===== config.mk =====
export PLATFORM = sky130hd
export DESIGN_NAME = id_ex_stage
export DESIGN_NICKNAME = d
export VERILOG_FILES = /design/src/rtl/mips_pkg.sv /design/src/rtl/forward_unit.sv /design/src/rtl/id_ex_stage.sv
export SDC_FILE = /design/constraint.sdc
export NUM_CORES = 1
export LEC_CHECK = 0
export CAP_MARGIN = 40
export CELL_PAD_IN_SITES_DETAIL_PLACEMENT = 2
export CELL_PAD_IN_SITES_GLOBAL_PLACEMENT = 2
export CORE_MARGIN = 10
export CORE_UTILIZATION = 28
export DETAILED_ROUTE_END_ITERATION = 10
export PLACE_DENSITY_LB_ADDON = 0.1
export SLEW_MARGIN = 20
export SYNTH_ARGS = -nofsm -noshare
export SYNTH_HDL_FRONTEND = slang
export SYNTH_HIERARCHICAL = 1
export SYNTH_SLANG_ARGS = --single-unit
export TNS_END_PERCENT = 10

===== constraint.sdc =====
create_clock -name clk -period 10 [get_ports clk]
set_clock_uncertainty 0.05 [all_clocks]
set_input_delay 2 -clock clk [delete_from_list [all_inputs] [get_ports clk]]
set_output_delay 2 -clock clk [all_outputs]
set_load 0.02 [all_outputs]

===== src/rtl/mips_pkg.sv =====
// Shared definitions for the 5-stage MIPS core: ALUOp codes, register-$0
// constant, default widths and the forwarding-select encoding.
package mips_pkg;

  localparam int DEFAULT_DATA_W = 32;
  localparam int DEFAULT_REG_W  = 5;

  localparam logic [4:0] REG_ZERO = 5'd0;

  localparam logic [3:0] ALU_NOP  = 4'b0000;
  localparam logic [3:0] ALU_ADD  = 4'b0001;
  localparam logic [3:0] ALU_SUB  = 4'b0010;
  localparam logic [3:0] ALU_AND  = 4'b0011;
  localparam logic [3:0] ALU_OR   = 4'b0100;
  localparam logic [3:0] ALU_MULT = 4'b0101;
  localparam logic [3:0] ALU_XOR  = 4'b0110;
  localparam logic [3:0] ALU_NOR  = 4'b0111;
  localparam logic [3:0] ALU_SLT  = 4'b1000;
  localparam logic [3:0] ALU_BEQ  = 4'b1001;
  localparam logic [3:0] ALU_JUMP = 4'b1010;
  localparam logic [3:0] ALU_LW   = 4'b1011;
  localparam logic [3:0] ALU_SW   = 4'b1100;
  localparam logic [3:0] ALU_ADDI = 4'b1101;

  localparam logic [1:0] FWD_REG = 2'b00;
  localparam logic [1:0] FWD_MEM = 2'b10;
  localparam logic [1:0] FWD_WB  = 2'b01;

endpackage


===== src/rtl/forward_unit.sv =====
// Forwarding select generation for two source registers. The youngest
// producer (EX/MEM) wins over MEM/WB; register $0 never forwards.
module forward_unit
  import mips_pkg::*;
#(
  parameter int REG_W = DEFAULT_REG_W
) (
  input  logic [REG_W-1:0] ex_rs,
  input  logic [REG_W-1:0] ex_rt,
  input  logic             mem_regwrite,
  input  logic [REG_W-1:0] mem_rd,
  input  logic             wb_regwrite,
  input  logic [REG_W-1:0] wb_rd,
  output logic [1:0]       fwd_a,
  output logic [1:0]       fwd_b
);

  logic mem_ok;
  logic wb_ok;

  // A stage can only forward if it writes a non-zero destination.
  always_comb begin
    mem_ok = mem_regwrite && (mem_rd != REG_ZERO);
    wb_ok  = wb_regwrite && (wb_rd != REG_ZERO);
  end

  // Pick the source for each operand, newest producer first.
  always_comb begin
    fwd_a = FWD_REG;
    fwd_b = FWD_REG;
    if (mem_ok && (mem_rd == ex_rs)) begin
      fwd_a = FWD_MEM;
    end else if (wb_ok && (wb_rd == ex_rs)) begin
      fwd_a = FWD_WB;
    end
    if (mem_ok && (mem_rd == ex_rt)) begin
      fwd_b = FWD_MEM;
    end else if (wb_ok && (wb_rd == ex_rt)) begin
      fwd_b = FWD_WB;
    end
  end

endmodule


===== src/rtl/id_ex_stage.sv =====
// ID/EX pipeline register: captures decoded operands/control, detects
// load-use hazards, inserts bubbles on stall/flush and forwards operands.
module id_ex_stage
  import mips_pkg::*;
#(
  parameter int DATA_W = DEFAULT_DATA_W,
  parameter int REG_W  = DEFAULT_REG_W
) (
  input  logic              clk,
  input  logic              rst_n,
  input  logic              id_valid,
  input  logic [3:0]        id_aluop,
  input  logic [DATA_W-1:0] id_rs_data,
  input  logic [DATA_W-1:0] id_rt_data,
  input  logic [DATA_W-1:0] id_imm,
  input  logic [REG_W-1:0]  id_rs,
  input  logic [REG_W-1:0]  id_rt,
  input  logic [REG_W-1:0]  id_rd,
  input  logic              id_alusrc,
  input  logic              id_regdst,
  input  logic              id_regwrite,
  input  logic              id_memread,
  input  logic              id_memwrite,
  input  logic              id_memtoreg,
  input  logic              flush,
  input  logic              mem_regwrite,
  input  logic [REG_W-1:0]  mem_rd,
  input  logic [DATA_W-1:0] mem_result,
  input  logic              wb_regwrite,
  input  logic [REG_W-1:0]  wb_rd,
  input  logic [DATA_W-1:0] wb_data,
  output logic              stall,
  output logic              ex_valid,
  output logic [3:0]        ex_aluop,
  output logic [DATA_W-1:0] ex_a,
  output logic [DATA_W-1:0] ex_b,
  output logic [DATA_W-1:0] ex_store_data,
  output logic [REG_W-1:0]  ex_dst,
  output logic              ex_regwrite,
  output logic              ex_memread,
  output logic              ex_memwrite,
  output logic              ex_memtoreg
);

  logic              valid_q, valid_d;
  logic [3:0]        aluop_q, aluop_d;
  logic [REG_W-1:0]  rs_q, rs_d;
  logic [REG_W-1:0]  rt_q, rt_d;
  logic [REG_W-1:0]  dst_q, dst_d;
  logic [DATA_W-1:0] rs_data_q, rs_data_d;
  logic [DATA_W-1:0] rt_data_q, rt_data_d;
  logic [DATA_W-1:0] imm_q, imm_d;
  logic              alusrc_q, alusrc_d;
  logic              regwrite_q, regwrite_d;
  logic              memread_q, memread_d;
  logic              memwrite_q, memwrite_d;
  logic              memtoreg_q, memtoreg_d;

  logic              load_use_hz;
  logic              wb_hits_rs;
  logic              wb_hits_rt;
  logic [1:0]        fwd_a;
  logic [1:0]        fwd_b;
  logic [DATA_W-1:0] rs_fwd;
  logic [DATA_W-1:0] rt_fwd;

  // A load in EX whose destination feeds the ID instruction must stall one cycle.
  always_comb begin
    load_use_hz = valid_q && memread_q && (dst_q != REG_ZERO) && id_valid &&
                  ((dst_q == id_rs) ||
                   ((dst_q == id_rt) && (!id_alusrc || id_memwrite)));
    stall = load_use_hz && !flush;
  end

  // Write-back in this cycle is not yet visible in the register file read.
  always_comb begin
    wb_hits_rs = wb_regwrite && (wb_rd != REG_ZERO) && (wb_rd == id_rs);
    wb_hits_rt = wb_regwrite && (wb_rd != REG_ZERO) && (wb_rd == id_rt);
  end

  // Next EX contents: a cleared bubble on flush or hazard, else the ID fields.
  always_comb begin
    valid_d    = 1'b0;
    aluop_d    = ALU_NOP;
    rs_d       = '0;
    rt_d       = '0;
    dst_d      = '0;
    rs_data_d  = '0;
    rt_data_d  = '0;
    imm_d      = '0;
    alusrc_d   = 1'b0;
    regwrite_d = 1'b0;
    memread_d  = 1'b0;
    memwrite_d = 1'b0;
    memtoreg_d = 1'b0;
    if (!flush && !load_use_hz) begin
      valid_d    = id_valid;
      aluop_d    = id_aluop;
      rs_d       = id_rs;
      rt_d       = id_rt;
      dst_d      = id_regdst ? id_rd : id_rt;
      rs_data_d  = wb_hits_rs ? wb_data : id_rs_data;
      rt_data_d  = wb_hits_rt ? wb_data : id_rt_data;
      imm_d      = id_imm;
      alusrc_d   = id_alusrc;
      regwrite_d = id_regwrite && id_valid;
      memread_d  = id_memread && id_valid;
      memwrite_d = id_memwrite && id_valid;
      memtoreg_d = id_memtoreg;
    end
  end

  // EX register bank with asynchronous clear.
  always_ff @(posedge clk or negedge rst_n) begin
    if (!rst_n) begin
      valid_q    <= 1'b0;
      aluop_q    <= ALU_NOP;
      rs_q       <= '0;
      rt_q       <= '0;
      dst_q      <= '0;
      rs_data_q  <= '0;
      rt_data_q  <= '0;
      imm_q      <= '0;
      alusrc_q   <= 1'b0;
      regwrite_q <= 1'b0;
      memread_q  <= 1'b0;
      memwrite_q <= 1'b0;
      memtoreg_q <= 1'b0;
    end else begin
      valid_q    <= valid_d;
      aluop_q    <= aluop_d;
      rs_q       <= rs_d;
      rt_q       <= rt_d;
      dst_q      <= dst_d;
      rs_data_q  <= rs_data_d;
      rt_data_q  <= rt_data_d;
      imm_q      <= imm_d;
      alusrc_q   <= alusrc_d;
      regwrite_q <= regwrite_d;
      memread_q  <= memread_d;
      memwrite_q <= memwrite_d;
      memtoreg_q <= memtoreg_d;
    end
  end

  forward_unit #(
    .REG_W(REG_W)
  ) u_forward_unit (
    .ex_rs        (rs_q),
    .ex_rt        (rt_q),
    .mem_regwrite (mem_regwrite),
    .mem_rd       (mem_rd),
    .wb_regwrite  (wb_regwrite),
    .wb_rd        (wb_rd),
    .fwd_a        (fwd_a),
    .fwd_b        (fwd_b)
  );

  // Resolve the final operand values from the forwarding selects.
  always_comb begin
    case (fwd_a)
      FWD_MEM: rs_fwd = mem_result;
      FWD_WB:  rs_fwd = wb_data;
      default: rs_fwd = rs_data_q;
    endcase
    case (fwd_b)
      FWD_MEM: rt_fwd = mem_result;
      FWD_WB:  rt_fwd = wb_data;
      default: rt_fwd = rt_data_q;
    endcase
  end

  assign ex_valid      = valid_q;
  assign ex_aluop      = aluop_q;
  assign ex_a          = rs_fwd;
  assign ex_b          = alusrc_q ? imm_q : rt_fwd;
  assign ex_store_data = rt_fwd;
  assign ex_dst        = dst_q;
  assign ex_regwrite   = regwrite_q;
  assign ex_memread    = memread_q;
  assign ex_memwrite   = memwrite_q;
  assign ex_memtoreg   = memtoreg_q;

endmodule


## After elaboration in Yosys (flattened, before gate mapping)

Cells that the tools add are included.

| word-level totals | value |
|---|---|
| output and inout port bits | 111 |
| logic and storage cells | 74 |
| input bits | 201 |
| flip-flop bits (word level) | 121 |

| cells by class | value |
|---|---|
| multiplexer cells | 23 |
| eq/ne operators | 12 |
| reductions and logical operators | 26 |

Operators with widths:

| cell | count |
|---|---|
| $mux 32 | 6 |
| $pmux 32 s2 | 2 |
| $eq 5x5->1 | 8 |
| $mux 5 | 4 |
| $logic_and 1x1->1 | 18 |
| $reduce_bool 5->1 | 3 |
| $mux 1 | 8 |
| $eq 2x1->1 const B | 2 |
| $eq 2x2->1 const B | 2 |
| $mux 2 | 2 |
| $mux 4 | 1 |
| $logic_not 1->1 | 3 |
| $logic_or 1x1->1 | 2 |

## Logic depth before layout (Yosys ltp)

| logic depth | value |
|---|---|
| word-level depth | 8 |
| gate-level depth with buffers | 11 |
| mapped depth without buffers | 9 |

## Hierarchy

The synthesis kept the hierarchy.

By module, submodules not included:

| module | seq. area each (sq um) | cells each | area an instance (sq um) | times used |
|---|---|---|---|---|
| id_ex_stage | 3,027.9 | 811 | 7,782.5 | 1 |
| forward_unit | 0.0 | 34 | 257.7 | 1 |

## Worst setup path before layout

No wires, ideal clock.

| timing | value |
|---|---|
| kind | in2out |
| start point | input port mem_rd[1] |
| end point | output port ex_b[23] |
| buffers on the path | 2 |
| required time | 7.950 ns |
| arrival | 4.707 ns |
| setup slack | 3.243 ns |
| stages on the path | 10 |
| cell sequence | or4_1 -> o21ai_2 -> nor4_1 -> nor4_1 -> inv_1 -> ha_1 -> clkbuf_1 -> clkbuf_1 -> o21ai_0 -> mux2_2 |

| between the ends | value |
|---|---|
| word-level cells in the longest chain between the ends | 7 |
| elaborated cells between the ends (all ways) | 9 |
| classes of those cells | 3 x eq/ne; 3 x mux; 3 x reduce/logical |

Ends and longest elaborated chain:

| item | RTL line | text |
|---|---|---|
| start: declaration | id_ex_stage.sv:27 | `input logic [REG_W-1:0] mem_rd,` |
| $reduce_bool 5->1 | forward_unit.sv:23 | `mem_ok = mem_regwrite && (mem_rd != REG_ZERO);` |
| $logic_and 1x1->1 | forward_unit.sv:23 |  |
| $logic_and 1x1->1 * | forward_unit.sv:36 | `if (mem_ok && (mem_rd == ex_rt)) begin` |
| $mux 2 * | forward_unit.sv:36 |  |
| via fwd_b[1] | id_ex_stage.sv:63 | `logic [1:0] fwd_b;` |
| $eq 2x1->1 or $eq 2x2->1 (tied branches) | id_ex_stage.sv:166 | `case (fwd_b)` |
| $pmux 32 s2 * | id_ex_stage.sv:166 |  |
| via ex_store_data[23] | id_ex_stage.sv:37 | `output logic [DATA_W-1:0] ex_store_data,` |
| $mux 32 * | id_ex_stage.sv:176 | `assign ex_b = alusrc_q ? imm_q : rt_fwd;` |
| end: declaration | id_ex_stage.sv:36 | `output logic [DATA_W-1:0] ex_b,` |

The timed path passes the listed nets; every way through them passes the cells marked *.

## Worst setup path after layout

| timing | value |
|---|---|
| start point | input port mem_rd[1] |
| end point | output port ex_b[27] |

| between the ends | value |
|---|---|
| word-level cells in the longest chain between the ends | 7 |
| elaborated cells between the ends (all ways) | 9 |
| classes of those cells | 3 x eq/ne; 3 x mux; 3 x reduce/logical |

Ends and longest elaborated chain:

| item | RTL line |
|---|---|
| $reduce_bool 5->1 | forward_unit.sv:23 |
| $logic_and 1x1->1 | forward_unit.sv:23 |
| $logic_and 1x1->1 * | forward_unit.sv:36 |
| $mux 2 * | forward_unit.sv:36 |
| via fwd_b[1] | id_ex_stage.sv:63 |
| $eq 2x1->1 or $eq 2x2->1 (tied branches) | id_ex_stage.sv:166 |
| $pmux 32 s2 * | id_ex_stage.sv:166 |
| $mux 32 * | id_ex_stage.sv:176 |

Marked as above.

==> metrics <==
core box area 28100 µm²; worst r2r path cells 7; leakage power 4.51 nW; Warnings, synthesis 6; largest net degree at the start of global routing 79; worst hold path class flip-flop to flip-flop; fin nets 1296; period utilization 81.4%; routed length per instance 27.6 µm; DRT Wirelength 40.9 mm; RSZ-0062 raised after global routing no; CP Data Required Time 7.95 ns; Starting Density 28.6%; Pwr Density 128 nW/µm²; H-tree levels 4; status finished clean; initial antenna violation count 4; Layout Cells excl Fill 1484; Post-synth EDFFs 0; Hold Crit Start ex_dst[4]; root cell of the clock tree clkbuf_16; share of layout cells above drive strength 1 15.2%; reg-to-reg endpoint rt_q[0]; Startpoint Class input port; post-route ant nets 0; Post-synth top cells 121 x dfrtp_1, 70 x nand2_1, 67 x clkbuf_1, 67 x nand4_1, 65 x o21ai_0; R2R Setup Slk 6.95 ns; post-cts resize count 0; Vias/cell 5.64; Layout area overhead 52.2%; Final Hold Fails 0; gr usage total 22.1%; die span in y 189 µm; Seq/Total Area, Yosys 37.7%; Slew Limit Fails 0; setup TNS 0 ns; vias 8369; slowest CP cell ha_2; placed cell count 1445; Seq cells post-synth 121; async set-reset flop share out of synthesis 100%; clk buf depth 2; clk_lat worst skew 0.42 ns; Crit Path Class input port to output port; Syn Std Cell Area 8040 µm²; I/O pin total 312; Crit path largest cell delay 0.79 ns; global route overflow 0; worst-margin pin slew 0.818 ns; Tmin final 8.14 ns; # hold bufs at CTS 0; peak supply drop 0.0000747 V; CP Capture Type output port; Synth area leaders dfrtp_1 38%, a221oi_2 11%, a22oi_1 6.0%, o31ai_1 6.0%, a211oi_1 5.2%; number of global-route vias before repair 9154; largest area contributor in the netlist dfrtp_1; post-synth top area share 37.7%; CTS Sinks 121; main flop type after synthesis dfrtp_1; global-route wire length before repair 61.3 mm; Row Count 61; critical-path cell list clkdlybuf4s50_1, or4_1, o21ai_2, nor4_1, nor4_1, inv_1, ha_2, buf_4, o21ai_0, mux2_2, clkdlybuf4s50_1; Max Clk Rate 0.123 GHz; cell count after synthesis 845; syn nets 1050; number of fill cells in the layout 2979; CP Max Fanout 37; die area 35900 µm²; chip width 189 µm; DR iter-0 viols 564; CTS tree done; Tot Pwr 0.00156 W; cell with the most instances after synthesis dfrtp_1; CTS buffer count 17; Rel. slew slack 45.5%; HPWL reported at the end of detailed placement 28.3 mm; DRC Markers 0; Post-CTS Setup Inserts 0; Synth Area per Inst 9.52 µm²; Worst Hold Endpoint rs_q[4]; Max Cap Violations 0; hold path depth 4; DR pass1 iterations 5; clock-pin transition on the worst setup and hold timing paths 0.06 ns; port bufs 311; CP arrival 6.09 ns; Unique masters post-synth 34; endpoints failing setup 0; reg2reg start ex_dst[3]; GP Congestion 0.779
## metrics by stage
step | util [%] | hold WS (ns) | cell area (µm²) | setup WS (ns)
5_1_grt | 43.6 | 1.02 | 12200 | 1.47
3_3_place_gp | 40.2 | 1.29 | 11300 | 1.92
6_report | 43.6 | 0.967 | 12200 | 1.86
4_1_cts | 43.1 | 1.32 | 12100 | 1.82
2_1_floorplan | - | 1.03 | 8040 | 3.24
3_5_place_dp | 41.1 | 1.30 | 11500 | 1.83
## sequential cells by signal, indices dropped and copies added, names as in the netlist, 4 cells and up
signal,count
rt_data_q,32
ex_aluop,4
rt_q,5
rs_q,5
imm_q,32
ex_dst,5
rs_data_q,32
## routing by layer
metal	share of wire [%]	up-vias	wire (µm)	GRT usage, %
met4	1.5	4	604	4.88
met2	50	253	20400	37.2
li1	-	3739	-	-
met1	43	4337	17600	27.5
met5	0.093	-	38	0
met3	5.6	36	2290	5.88
## kinds of logic after synthesis
family	after synthesis	synth area share [%]
muxes	37	5.10
DFF	121	37.7
adders and majority gates	4	0.622
buffers and inverters	165	8.64
xor gates and xnor gates	40	4.36
AOI/OAI and AO/OA	319	33.5
and+or+nand+nor	159	10.1
## critical path: cells and delay by family
family | cells | cell delay [ns]
AND/OR/NAND/NOR | 3 | 1.08
buffers and inverters | 4 | 1.51
AO/OA/AOI/OAI | 2 | 0.34
adder cells (fa/ha/maj) | 1 | 0.79
multiplexers | 1 | 0.30
## worst max path at each step
| stage | end | slack (ns) | from |
|---|---|---|---|
| CTS | ex_b[25] | 1.82 | mem_rd[1] |
| global placement | ex_b[13] | 1.92 | mem_rd[1] |
| finish | ex_b[27] | 1.86 | mem_rd[1] |
| detailed placement | ex_b[25] | 1.83 | mem_rd[1] |
| floorplan | ex_b[23] | 3.24 | mem_rd[1] |
| global route | ex_b[27] | 1.47 | mem_rd[1] |
## final cells by class
cell class	instances	area, µm²	area share [%]
flip-flops and latches	121	3030	24.8
inverters	54	203	1.66
clock inverters	14	125	1.02
repair buffers	338	3600	29.4
well taps	378	473	3.87
multi-input cells	559	4370	35.7
clock buffers	18	429	3.51
diodes	2	5.00	0.0409
## cell usage in the layout (no fill, tap or decap), drive strengths merged, types with 5 or more instances in the layout
master and count:
buf 29, a22oi 64, mux2 32, clkbuf 18, xnor2 36, a211oi 56, mux2i 5, clkdlybuf4s50 309
inv 57, nand4 67, a221oi 64, o21ai 67, nand3 6, clkinvlp 6, dfrtp 121, o31ai 64
nand2 70
## where the power goes
part	internal [W]	switching [W]	leakage [nW]
logic	0.000195	0.000235	2.69
clock network	0.000343	0.000261	0.255
registers	0.000516	0.0000133	1.56
total	0.00105	0.000509	4.51
Power figures use the tool's default switching activity.
